==> config.mk <==
export PLATFORM = sky130hd
export DESIGN_NAME = slave_in_port
export DESIGN_NICKNAME = d
export VERILOG_FILES = /design/src/rtl/slave_in_port.sv
export SDC_FILE = /design/constraint.sdc
export NUM_CORES = 1
export LEC_CHECK = 0
export ABC_AREA = 1
export BUFFER_PORTS_ARGS = -buffer_cell sky130_fd_sc_hd__buf_4
export CORE_MARGIN = 2
export CORE_UTILIZATION = 55
export DETAILED_ROUTE_END_ITERATION = 10
export GPL_TIMING_DRIVEN = 0
export PLACE_DENSITY = 0.84
export SYNTH_ARGS = -nofsm -noshare
export SYNTH_HDL_FRONTEND = slang
export SYNTH_SLANG_ARGS = --single-unit
==> constraint.sdc <==
create_clock -name clk -period 4 [get_ports clk]
set_input_delay 0.4 -clock clk [delete_from_list [all_inputs] [get_ports clk]]
set_output_delay 0.4 -clock clk [all_outputs]
set_load 0.005 [all_outputs]
==> src/rtl/slave_in_port.sv <==
// Serial bus slave front end: decodes the select/ID sequence, deserialises the
// command header and burst beats, and issues one-cycle write/read strobes.
module slave_in_port #(
    parameter int                   SLAVE_LEN = 2,
    parameter logic [SLAVE_LEN-1:0] SLAVE_ID  = 2'd0,
    parameter int                   ADDR_LEN  = 12,
    parameter int                   DATA_LEN  = 8,
    parameter int                   BURST_LEN = 12
) (
    input  logic                 clk,
    input  logic                 reset,
    input  logic                 approval_grant,
    input  logic                 rx_slave_select,
    input  logic                 write_en,
    input  logic                 read_en,
    input  logic                 master_valid,
    input  logic                 rx_address,
    input  logic                 rx_burst_number,
    input  logic                 rx_data,
    output logic                 slave_ready,
    output logic                 selected,
    output logic                 mem_we,
    output logic [ADDR_LEN-1:0]  mem_addr,
    output logic [DATA_LEN-1:0]  mem_wdata,
    output logic                 read_req,
    output logic [ADDR_LEN-1:0]  read_addr,
    output logic [BURST_LEN-1:0] read_burst
);

    localparam int CNT_W = $clog2(ADDR_LEN + BURST_LEN + DATA_LEN + SLAVE_LEN + 17);

    typedef enum logic [2:0] {
        IDLE     = 3'd0,
        SELECT   = 3'd1,
        WAIT_CMD = 3'd2,
        RX_HDR   = 3'd3,
        RX_BURST = 3'd4
    } state_t;

    state_t               state_r, state_nx_s;
    logic [CNT_W-1:0]     k_r, k_nx_s;
    logic [SLAVE_LEN-1:0] id_r, id_nx_s;
    logic [ADDR_LEN-1:0]  addr_r, addr_nx_s;
    logic [DATA_LEN-1:0]  data_r, data_nx_s;
    logic [BURST_LEN-1:0] burst_r, burst_nx_s;
    logic [BURST_LEN-1:0] rem_r, rem_nx_s;
    logic [BURST_LEN-1:0] beats_s;
    logic                 flag_r, flag_nx_s;
    logic                 wr_mode_r, wr_mode_nx_s;
    logic                 we_go_s, rd_go_s, sel_set_s, bit_v_s, ready_nx_s;

    // Next-state, field capture and strobe decisions.
    always_comb begin
        state_nx_s   = state_r;
        k_nx_s       = k_r;
        id_nx_s      = id_r;
        addr_nx_s    = addr_r;
        data_nx_s    = data_r;
        burst_nx_s   = burst_r;
        rem_nx_s     = rem_r;
        flag_nx_s    = flag_r;
        wr_mode_nx_s = wr_mode_r;
        beats_s      = {BURST_LEN{1'b0}};
        we_go_s      = 1'b0;
        rd_go_s      = 1'b0;
        sel_set_s    = 1'b0;
        // Bits are only taken while the slave advertises readiness.
        bit_v_s      = master_valid && slave_ready;
        if ((state_r != IDLE) && !approval_grant) begin
            state_nx_s = IDLE;
        end else begin
            case (state_r)
                IDLE: begin
                    if (approval_grant && rx_slave_select) begin
                        state_nx_s = SELECT;
                        k_nx_s     = {CNT_W{1'b0}};
                        id_nx_s    = {SLAVE_LEN{1'b0}};
                    end else begin
                        state_nx_s = IDLE;
                    end
                end
                SELECT: begin
                    id_nx_s = id_r | (SLAVE_LEN'(rx_slave_select) << k_r);
                    k_nx_s  = k_r + CNT_W'(1);
                    if (k_r == CNT_W'(SLAVE_LEN - 1)) begin
                        k_nx_s = {CNT_W{1'b0}};
                        if (id_nx_s == SLAVE_ID) begin
                            state_nx_s = WAIT_CMD;
                            sel_set_s  = 1'b1;
                        end else begin
                            state_nx_s = IDLE;
                        end
                    end else begin
                        state_nx_s = SELECT;
                    end
                end
                WAIT_CMD: begin
                    k_nx_s = k_r + CNT_W'(1);
                    if (write_en || read_en) begin
                        state_nx_s   = RX_HDR;
                        wr_mode_nx_s = write_en;
                        k_nx_s       = {CNT_W{1'b0}};
                        addr_nx_s    = {ADDR_LEN{1'b0}};
                        data_nx_s    = {DATA_LEN{1'b0}};
                        burst_nx_s   = {BURST_LEN{1'b0}};
                        flag_nx_s    = 1'b0;
                    end else if (k_r == CNT_W'(15)) begin
                        state_nx_s = IDLE;
                    end else begin
                        state_nx_s = WAIT_CMD;
                    end
                end
                RX_HDR: begin
                    if (bit_v_s) begin
                        // Shifts past the field width fall off, so no range guards are needed.
                        addr_nx_s  = addr_r | (ADDR_LEN'(rx_address) << k_r);
                        burst_nx_s = burst_r | (BURST_LEN'(rx_burst_number) << (k_r - CNT_W'(1)));
                        flag_nx_s  = (k_r == {CNT_W{1'b0}}) ? rx_burst_number : flag_r;
                        if (wr_mode_r) begin
                            data_nx_s = data_r | (DATA_LEN'(rx_data) << k_r);
                        end else begin
                            data_nx_s = data_r;
                        end
                        if (k_r == {CNT_W{1'b0}}) begin
                            burst_nx_s = burst_r;
                        end else begin
                            flag_nx_s = flag_r;
                        end
                        k_nx_s  = k_r + CNT_W'(1);
                        beats_s = flag_nx_s ? burst_nx_s : BURST_LEN'(1);
                        if (flag_nx_s ? (k_r == CNT_W'(BURST_LEN)) : (k_r == CNT_W'(ADDR_LEN - 1))) begin
                            k_nx_s = {CNT_W{1'b0}};
                            if (wr_mode_r) begin
                                we_go_s = 1'b1;
                                if (beats_s > BURST_LEN'(1)) begin
                                    state_nx_s = RX_BURST;
                                    rem_nx_s   = beats_s - BURST_LEN'(1);
                                end else begin
                                    state_nx_s = IDLE;
                                end
                            end else begin
                                rd_go_s    = 1'b1;
                                state_nx_s = IDLE;
                            end
                        end else begin
                            state_nx_s = RX_HDR;
                        end
                    end else begin
                        state_nx_s = RX_HDR;
                    end
                end
                RX_BURST: begin
                    if (bit_v_s) begin
                        data_nx_s = data_r | (DATA_LEN'(rx_data) << k_r);
                        k_nx_s    = k_r + CNT_W'(1);
                        if (k_r == CNT_W'(DATA_LEN - 1)) begin
                            k_nx_s   = {CNT_W{1'b0}};
                            we_go_s  = 1'b1;
                            rem_nx_s = rem_r - BURST_LEN'(1);
                            if (rem_r == BURST_LEN'(1)) begin
                                state_nx_s = IDLE;
                            end else begin
                                state_nx_s = RX_BURST;
                            end
                        end else begin
                            state_nx_s = RX_BURST;
                        end
                    end else begin
                        state_nx_s = RX_BURST;
                    end
                end
                default: begin
                    state_nx_s = IDLE;
                end
            endcase
        end
        ready_nx_s = ((state_nx_s == WAIT_CMD) || (state_nx_s == RX_HDR) ||
                      (state_nx_s == RX_BURST)) && !we_go_s && !rd_go_s;
    end

    // State register.
    always_ff @(posedge clk or posedge reset) begin
        if (reset) begin
            state_r <= IDLE;
        end else begin
            state_r <= state_nx_s;
        end
    end

    // Counters and shift registers; beat data clears after each write strobe.
    always_ff @(posedge clk or posedge reset) begin
        if (reset) begin
            k_r       <= {CNT_W{1'b0}};
            id_r      <= {SLAVE_LEN{1'b0}};
            addr_r    <= {ADDR_LEN{1'b0}};
            data_r    <= {DATA_LEN{1'b0}};
            burst_r   <= {BURST_LEN{1'b0}};
            rem_r     <= {BURST_LEN{1'b0}};
            flag_r    <= 1'b0;
            wr_mode_r <= 1'b0;
        end else begin
            k_r       <= k_nx_s;
            id_r      <= id_nx_s;
            addr_r    <= addr_nx_s;
            data_r    <= we_go_s ? {DATA_LEN{1'b0}} : data_nx_s;
            burst_r   <= burst_nx_s;
            rem_r     <= rem_nx_s;
            flag_r    <= flag_nx_s;
            wr_mode_r <= wr_mode_nx_s;
        end
    end

    // Registered outputs; address/data/burst hold between strobes.
    always_ff @(posedge clk or posedge reset) begin
        if (reset) begin
            slave_ready <= 1'b0;
            selected    <= 1'b0;
            mem_we      <= 1'b0;
            mem_addr    <= {ADDR_LEN{1'b0}};
            mem_wdata   <= {DATA_LEN{1'b0}};
            read_req    <= 1'b0;
            read_addr   <= {ADDR_LEN{1'b0}};
            read_burst  <= {BURST_LEN{1'b0}};
        end else begin
            slave_ready <= ready_nx_s;
            selected    <= (state_nx_s == IDLE) ? 1'b0 : (selected || sel_set_s);
            mem_we      <= we_go_s;
            read_req    <= rd_go_s;
            if (we_go_s) begin
                mem_addr  <= (state_r == RX_BURST) ? (mem_addr + ADDR_LEN'(1)) : addr_nx_s;
                mem_wdata <= data_nx_s;
            end
            if (rd_go_s) begin
                read_addr  <= addr_nx_s;
                read_burst <= (beats_s == {BURST_LEN{1'b0}}) ? BURST_LEN'(1) : beats_s;
            end
        end
    end

endmodule

== After elaboration in Yosys (flattened, before gate mapping) ==
Cells that the tools add are included.
Word-level totals
  memories kept: 0
  ROM bits: 0
  bits in registers: 105
  bits of input ports: 10
  RAM bits: 0
  bits in latches: 0
  output and inout port bits: 48
Operators by class
  shifts and indexed selects: 4
  magnitude comparators: 1
  add/sub/neg operators: 5
  bitwise operators: 5
  divide/modulo/power cells: 0
  $mul: 0
  multiplexer cells: 80
  reduce and logical (&&, ||, !) cells: 27
  equality and inequality tests: 21
Operators with widths (number)
  $mux 12: 21
  $pmux 12 s2: 3
  $mux 8: 6
  $mux 6: 7
  $pmux 6 s5: 1
  $mux 3: 9
  $mux 1: 24
  $or 12x12->12: 2
  $pmux 8 s3: 1
  $shl 1x6->12: 2
  $sub 12x1->12 const B: 2
  $eq 6x4->1 const B: 3
  $ne 2x2->1 const B: 8
  $pmux 3 s5: 1
  $add 12x1->12 const B: 1
  $eq 12x1->1 const B: 1
  $eq 3x2->1 const B: 4
  $gt 12x1->1 const B: 1
  $logic_not 12->1: 1
  $mux 2: 4
  $or 8x8->8: 1
  $reduce_and 8->1: 1
  $shl 1x6->8: 1
  $add 6x1->6 const B: 1
  other kinds (22): 37

== Depth between registers and ports, before layout ==
  depth after elaboration: 20
  depth in mapped cells: 21

== Least setup slack after synthesis ==
No wires, ideal clock.
  path kind: register -> register
  from: register k_r[0]
  to: register rem_r[3]
  setup time: 0.117 ns
  stages on the path, launching flop included: 18
  arrival: 2.612 ns
  data required time: 3.883 ns
  buffers on the path: 1
  setup slack: 1.271 ns
  path through: dfrtp_1 > inv_2 > ha_1 > inv_1 > or2_2 > nor2_1 > nand2_1 > nand3_2 > inv_1 > ha_1 > or2_2 > nand2_1 > nor2_1 > nand4_2 > nand2_2 > buf_4 > o21ai_1 > inv_1
On the way
  word-level cells in the longest chain between the ends: 14
  elaborated cells between the ends (all ways): 28
  those cells by class: add/sub (2); order compare (1); eq/ne (6); shift (1); mux (15); bitwise (1); reduce/logical (2)
Ends and longest elaborated chain
  from (decl): RTL line 41  | logic [CNT_W-1:0] k_r, k_nx_s;
  from (signal assigned): RTL line 193  | k_r <= {CNT_W{1'b0}};
  from (signal assigned): RTL line 202  | k_r <= k_nx_s;
  $sub 6x1->6: RTL line 117  | burst_nx_s = burst_r | (BURST_LEN'(rx_burst_number) << (k_r - CNT_W'(1)));
  $shl 1x6->12: RTL line 117
  $or 12x12->12: RTL line 117
  $mux 12: RTL line 124  | if (k_r == {CNT_W{1'b0}}) begin
  $mux 12: RTL line 114  | if (bit_v_s) begin
  $mux 12: RTL line 72  | case (state_r)
  $mux 12: RTL line 69  | if ((state_r != IDLE) && !approval_grant) begin
  $mux 12: RTL line 130  | beats_s = flag_nx_s ? burst_nx_s : BURST_LEN'(1);
  $sub 12x1->12: RTL line 137  | rem_nx_s = beats_s - BURST_LEN'(1);
  $mux 12: RTL line 135  | if (beats_s > BURST_LEN'(1)) begin
  $mux 12: RTL line 133  | if (wr_mode_r) begin
  $mux 12: RTL line 131  | if (flag_nx_s ? (k_r == CNT_W'(BURST_LEN)) : (k_r == CNT_W'(ADDR_LEN - 1))) begin
  $mux 12: RTL line 114
  $pmux 12 s2: RTL line 72
  to (signal assigned): RTL line 198  | rem_r <= {BURST_LEN{1'b0}};
  to (signal assigned): RTL line 207  | rem_r <= rem_nx_s;
  to (decl): RTL line 46  | logic [BURST_LEN-1:0] rem_r, rem_nx_s;
Several ways; a longest one is shown, not always the timed one. The select of a mux whose other input is x is not followed.
A chain may end at the register's enable or synchronous reset.

== Worst setup path in the final report ==
  from: register k_r[0]
  to: register selected
On the way
  word-level cells in the longest chain between the ends: 17
  elaborated cells between the ends (all ways): 42
  those cells by class: add/sub (1); order compare (1); eq/ne (5); shift (2); mux (27); bitwise (2); reduce/logical (4)
Ends and longest elaborated chain
  $sub 6x1->6: RTL line 117
  $shl 1x6->12: RTL line 117
  $or 12x12->12: RTL line 117
  $mux 12: RTL line 124
  $mux 12: RTL line 114
  $mux 12: RTL line 72
  $mux 12: RTL line 69
  $mux 12: RTL line 130
  $gt 12x1->1: RTL line 135
  $mux 3: RTL line 135
  $mux 3: RTL line 133
  $mux 3: RTL line 131
  $mux 3: RTL line 114
  $pmux 3 s5: RTL line 72
  $mux 3: RTL line 69
  $logic_not 3->1: RTL line 226  | selected <= (state_nx_s == IDLE) ? 1'b0 : (selected || sel_set_s);
  $mux 1 (*): RTL line 226
  to (signal assigned): RTL line 226
  to (decl): RTL line 21  | output logic selected,
Mark *: on every way between the ends. The rest lies on a longest branch, timed or not. The select of a mux whose other input is x is not followed.

==> impl_metrics.tcl <==
set metrics [dict create \
    outcome "completed" \
    reg2reg_slack_ns 0.76 \
    syn2layout_area_growth_pct 14.18 \
    dpl.hpwl_mm 11.23 \
    fillers 932 \
    cp_num_cells 17 \
    syn-num-nets 811 \
    clk_pin_slew_ns 0.11 \
    multi_input_area_sq_um 2701 \
    worstSetupStartpoint "k_r[0]$_DFFE_PP0P_" \
    clockBufferDepth 2 \
    stdcell_count 1003 \
    synth_top_area_share_pct 44.37 \
    yosysWarnings 0 \
    routed_via_density 5.490 \
    cts-buffers-inserted 9 \
    ant_nets 0 \
    antenna_found_initial 0 \
    synth.avg_cell_area_sq_um 7.468 \
    drt_iter0_drc 430 \
    drt_wl_total_mm 15.29 \
    die_h_um 107.8 \
    fmax_ghz 0.3083 \
    overflow 0 \
    final_util_pct 65.20 \
    p_leak_nw 3.570 \
    period_minus_slack_ns 3.244 \
    synthTopCellsByArea "dfrtp_1 44%, nand2_1 11%, o21ai_0 7.4%" \
    cp.arrival_ns 3.56 \
    endpoint_kind "flip-flop" \
    cp_slowest_cell "dfrtp_1" \
    drive_gt1_share_pct 15.22 \
    critPathKind "reg2reg" \
    period_share_pct 81.10 \
    io_buffer_count 57 \
    cts-htree-levels 3 \
    ys_seq_elements 105 \
    worstPathCellList "inv_2 > ha_1 > inv_1 > or2_2 > nor2_1 > nand2_1 > nand3_2 > inv_1 > ha_1 > or2_2 > nand2_1 > nor2_1 > nand3_1 > nand3_1 > nand2_1 > nand2_1 > a21oi_1" \
    worstRegToRegCells 17 \
    dp_cells 987 \
    finClkSkew_ns 0.01470 \
    antenna_cells 0 \
    finalSetupViolations 0 \
    peakVddDrop_uv 310.7 \
    tns_ns 0 \
    synth_top_area_cell "dfrtp_1" \
    clkSinkCount 105 \
    crit_required_ns 4.32 \
    reg2reg_from "k_r[0]$_DFFE_PP0P_" \
    critPathTopFamily "simple AND/OR/NAND/NOR gates" \
    row_count 37 \
    wl_per_cell_um 15.24 \
    cpMostUsedCell "nand2_1" \
    die_w_um 107.8 \
    critPathMaxFanout 10 \
    worst_slew_pin_slew_ns 0.6791 \
    clk_latency_ns 0.39 \
    fp.dieArea_sq_um 11610 \
    syn_inst 793 \
    p_per_area_nw_per_um2 481.5 \
    crit_path_start_kind "flip-flop" \
    yosysSeqAreaShare_pct 44.37 \
    grt_max_degree 69 \
    rsz0062_at_grt "no" \
    start_util_pct 57.11 \
    place.gp.congestion 0.9980 \
    cap_viol_max_count 0 \
    first_global_vias 5351 \
    grt_util_all_layers_pct 27.81 \
    slew_viol_final 0 \
    reg2reg_to "selected$_DFF_PP0_" \
    cts_hold_buf 0 \
    grt_pass1_wl_mm 25.19 \
    layout.nets 880 \
    ff_latch_area_sq_um 2628 \
    first_pass_iters 5 \
    drc 0 \
    netlist_area_sq_um 5922 \
    hp-class "in2async" \
    hold_viol_final 0 \
    finalPower_mw 3.256 \
    io-pin-count 58 \
    core-area_sq_um 10370 \
    postCtsSetupBuffers 0 \
    cp_num_buf_inv 3 \
    cts_resized 0 \
    slowest_delay_ns 0.55 \
    ys_types 45 \
    slew_headroom_pct 54.56 \
    tritoncts "done" \
    num_vias 5506 \
    cts-root-buf "clkbuf_8" \
    endpoint "selected$_DFF_PP0_" \
]
routing by layer:
layer  vias up  global-route usage (%)  share of wire [%]
met5         -                       0                  0
met4         0                   13.10                2.8
met3        34                   5.024                5.2
met2       183                   44.97                 48
met1      2595                   36.26                 44
li1       2694                       -                  -
worst register-to-register path: stages (launching register included):
cell     delay [ns]
dfrtp_1        0.55
inv_2          0.18
ha_1           0.37
inv_1          0.11
or2_2          0.32
nor2_1         0.14
nand2_1        0.11
nand3_2        0.12
inv_1          0.09
ha_1           0.23
or2_2          0.28
nand2_1        0.07
nor2_1         0.06
nand3_1        0.12
nand3_1        0.08
nand2_1        0.12
nand2_1        0.10
a21oi_1        0.15
cell usage after synthesis:
| master | n |
|---|---|
| o21a_1 | 2 |
| nand4_1 | 8 |
| buf_4 | 2 |
| nor3_1 | 9 |
| buf_2 | 5 |
| a31oi_1 | 6 |
| nand3_1 | 39 |
| nor4_1 | 3 |
| nand4_2 | 2 |
| a22oi_1 | 7 |
| and3_1 | 1 |
| nand3_2 | 1 |
| clkinv_2 | 2 |
| inv_4 | 1 |
| buf_6 | 5 |
| o32ai_1 | 1 |
| or2_2 | 2 |
| clkbuf_1 | 10 |
| nor2_1 | 96 |
| o211ai_1 | 6 |
| a32oi_1 | 1 |
| o31ai_1 | 2 |
| nor3_2 | 1 |
| nor2_2 | 4 |
| a21oi_1 | 23 |
| nand2_4 | 1 |
| o21ai_2 | 6 |
| a22o_1 | 1 |
| dfrtp_1 | 105 |
| inv_1 | 108 |
| o21ai_0 | 87 |
| nand2_1 | 178 |
| inv_2 | 10 |
| o22ai_1 | 6 |
| xor2_1 | 12 |
| nor3b_1 | 1 |
| o2111ai_1 | 1 |
| a311oi_1 | 1 |
| a2111oi_0 | 1 |
| nand2_2 | 11 |
| nor2_4 | 4 |
| nand3b_1 | 1 |
| xor2_2 | 1 |
| o21ai_1 | 11 |
| ha_1 | 8 |
cells by family after synthesis:
group	count (synthesis)	synth area share, %
AO/OA/AOI/OAI	162	15.42
buffers and inverters	143	10.01
flip-flops	105	44.37
adder cells (fa/ha/maj)	8	1.690
XOR/XNOR	13	2.050
AND/OR/NAND/NOR	362	26.45
worst min path at each step:
stage                               end  cells after the start
2_1_floorplan      addr_r[11]$_DFF_PP0_                      2
3_3_place_gp   read_addr[5]$_DFFE_PP0P_                      2
3_5_place_dp    mem_addr[3]$_DFFE_PP0P_                      2
4_1_cts             id_r[0]$_DFFE_PP0P_                      2
5_1_grt         mem_addr[3]$_DFFE_PP0P_                      2
6_report        mem_addr[3]$_DFFE_PP0P_                      2
layout by cell type (no fill, tap or decap), types with 12 or more instances in the layout:
cell / n
o21ai_0: 87
xor2_1: 12
inv_1: 107
nand3_1: 39
a21oi_1: 23
nor2_1: 96
buf_4: 59
dfrtp_1: 105
nand2_1: 178
cell type report:
type / count / area share (%)
clock inverter: 6 / 1.240
sequential: 105 / 38.86
multi-input combinational: 545 / 39.95
inverter: 121 / 6.828
timing repair buffer: 58 / 6.736
tap: 136 / 2.517
clock buffer: 10 / 1.887
buffer: 22 / 1.980
flip-flops by register name, indices dropped and copies added (netlist names):
name / count
id_r: 2
burst_r: 12
flag_r: 1
data_r: 8
selected: 1
read_burst: 12
k_r: 6
addr_r: 12
mem_addr: 12
wr_mode_r: 1
rem_r: 12
slave_ready: 1
mem_we: 1
mem_wdata: 8
read_req: 1
read_addr: 12
state_r: 3
metrics by stage:
step	hold WS [ns]	setup slack, ns	cell area, sq um
after floorplan	0.4547	0.8395	5922
after global placement	0.4588	-0.2679	6520
after detailed placement	0.4669	0.8469	6550
after CTS	0.03932	0.8113	6761
after global routing	0.05844	0.5177	6761
final	0.03771	0.7560	6761
power breakdown:
| group | internal (mW) | switching, mW | total [mW] |
|---|---|---|---|
| clock network | 0.306 | 0.408 | 0.714 |
| logic | 0.400 | 0.848 | 1.25 |
| registers | 1.18 | 0.117 | 1.29 |
Power figures use the tool's default switching activity.
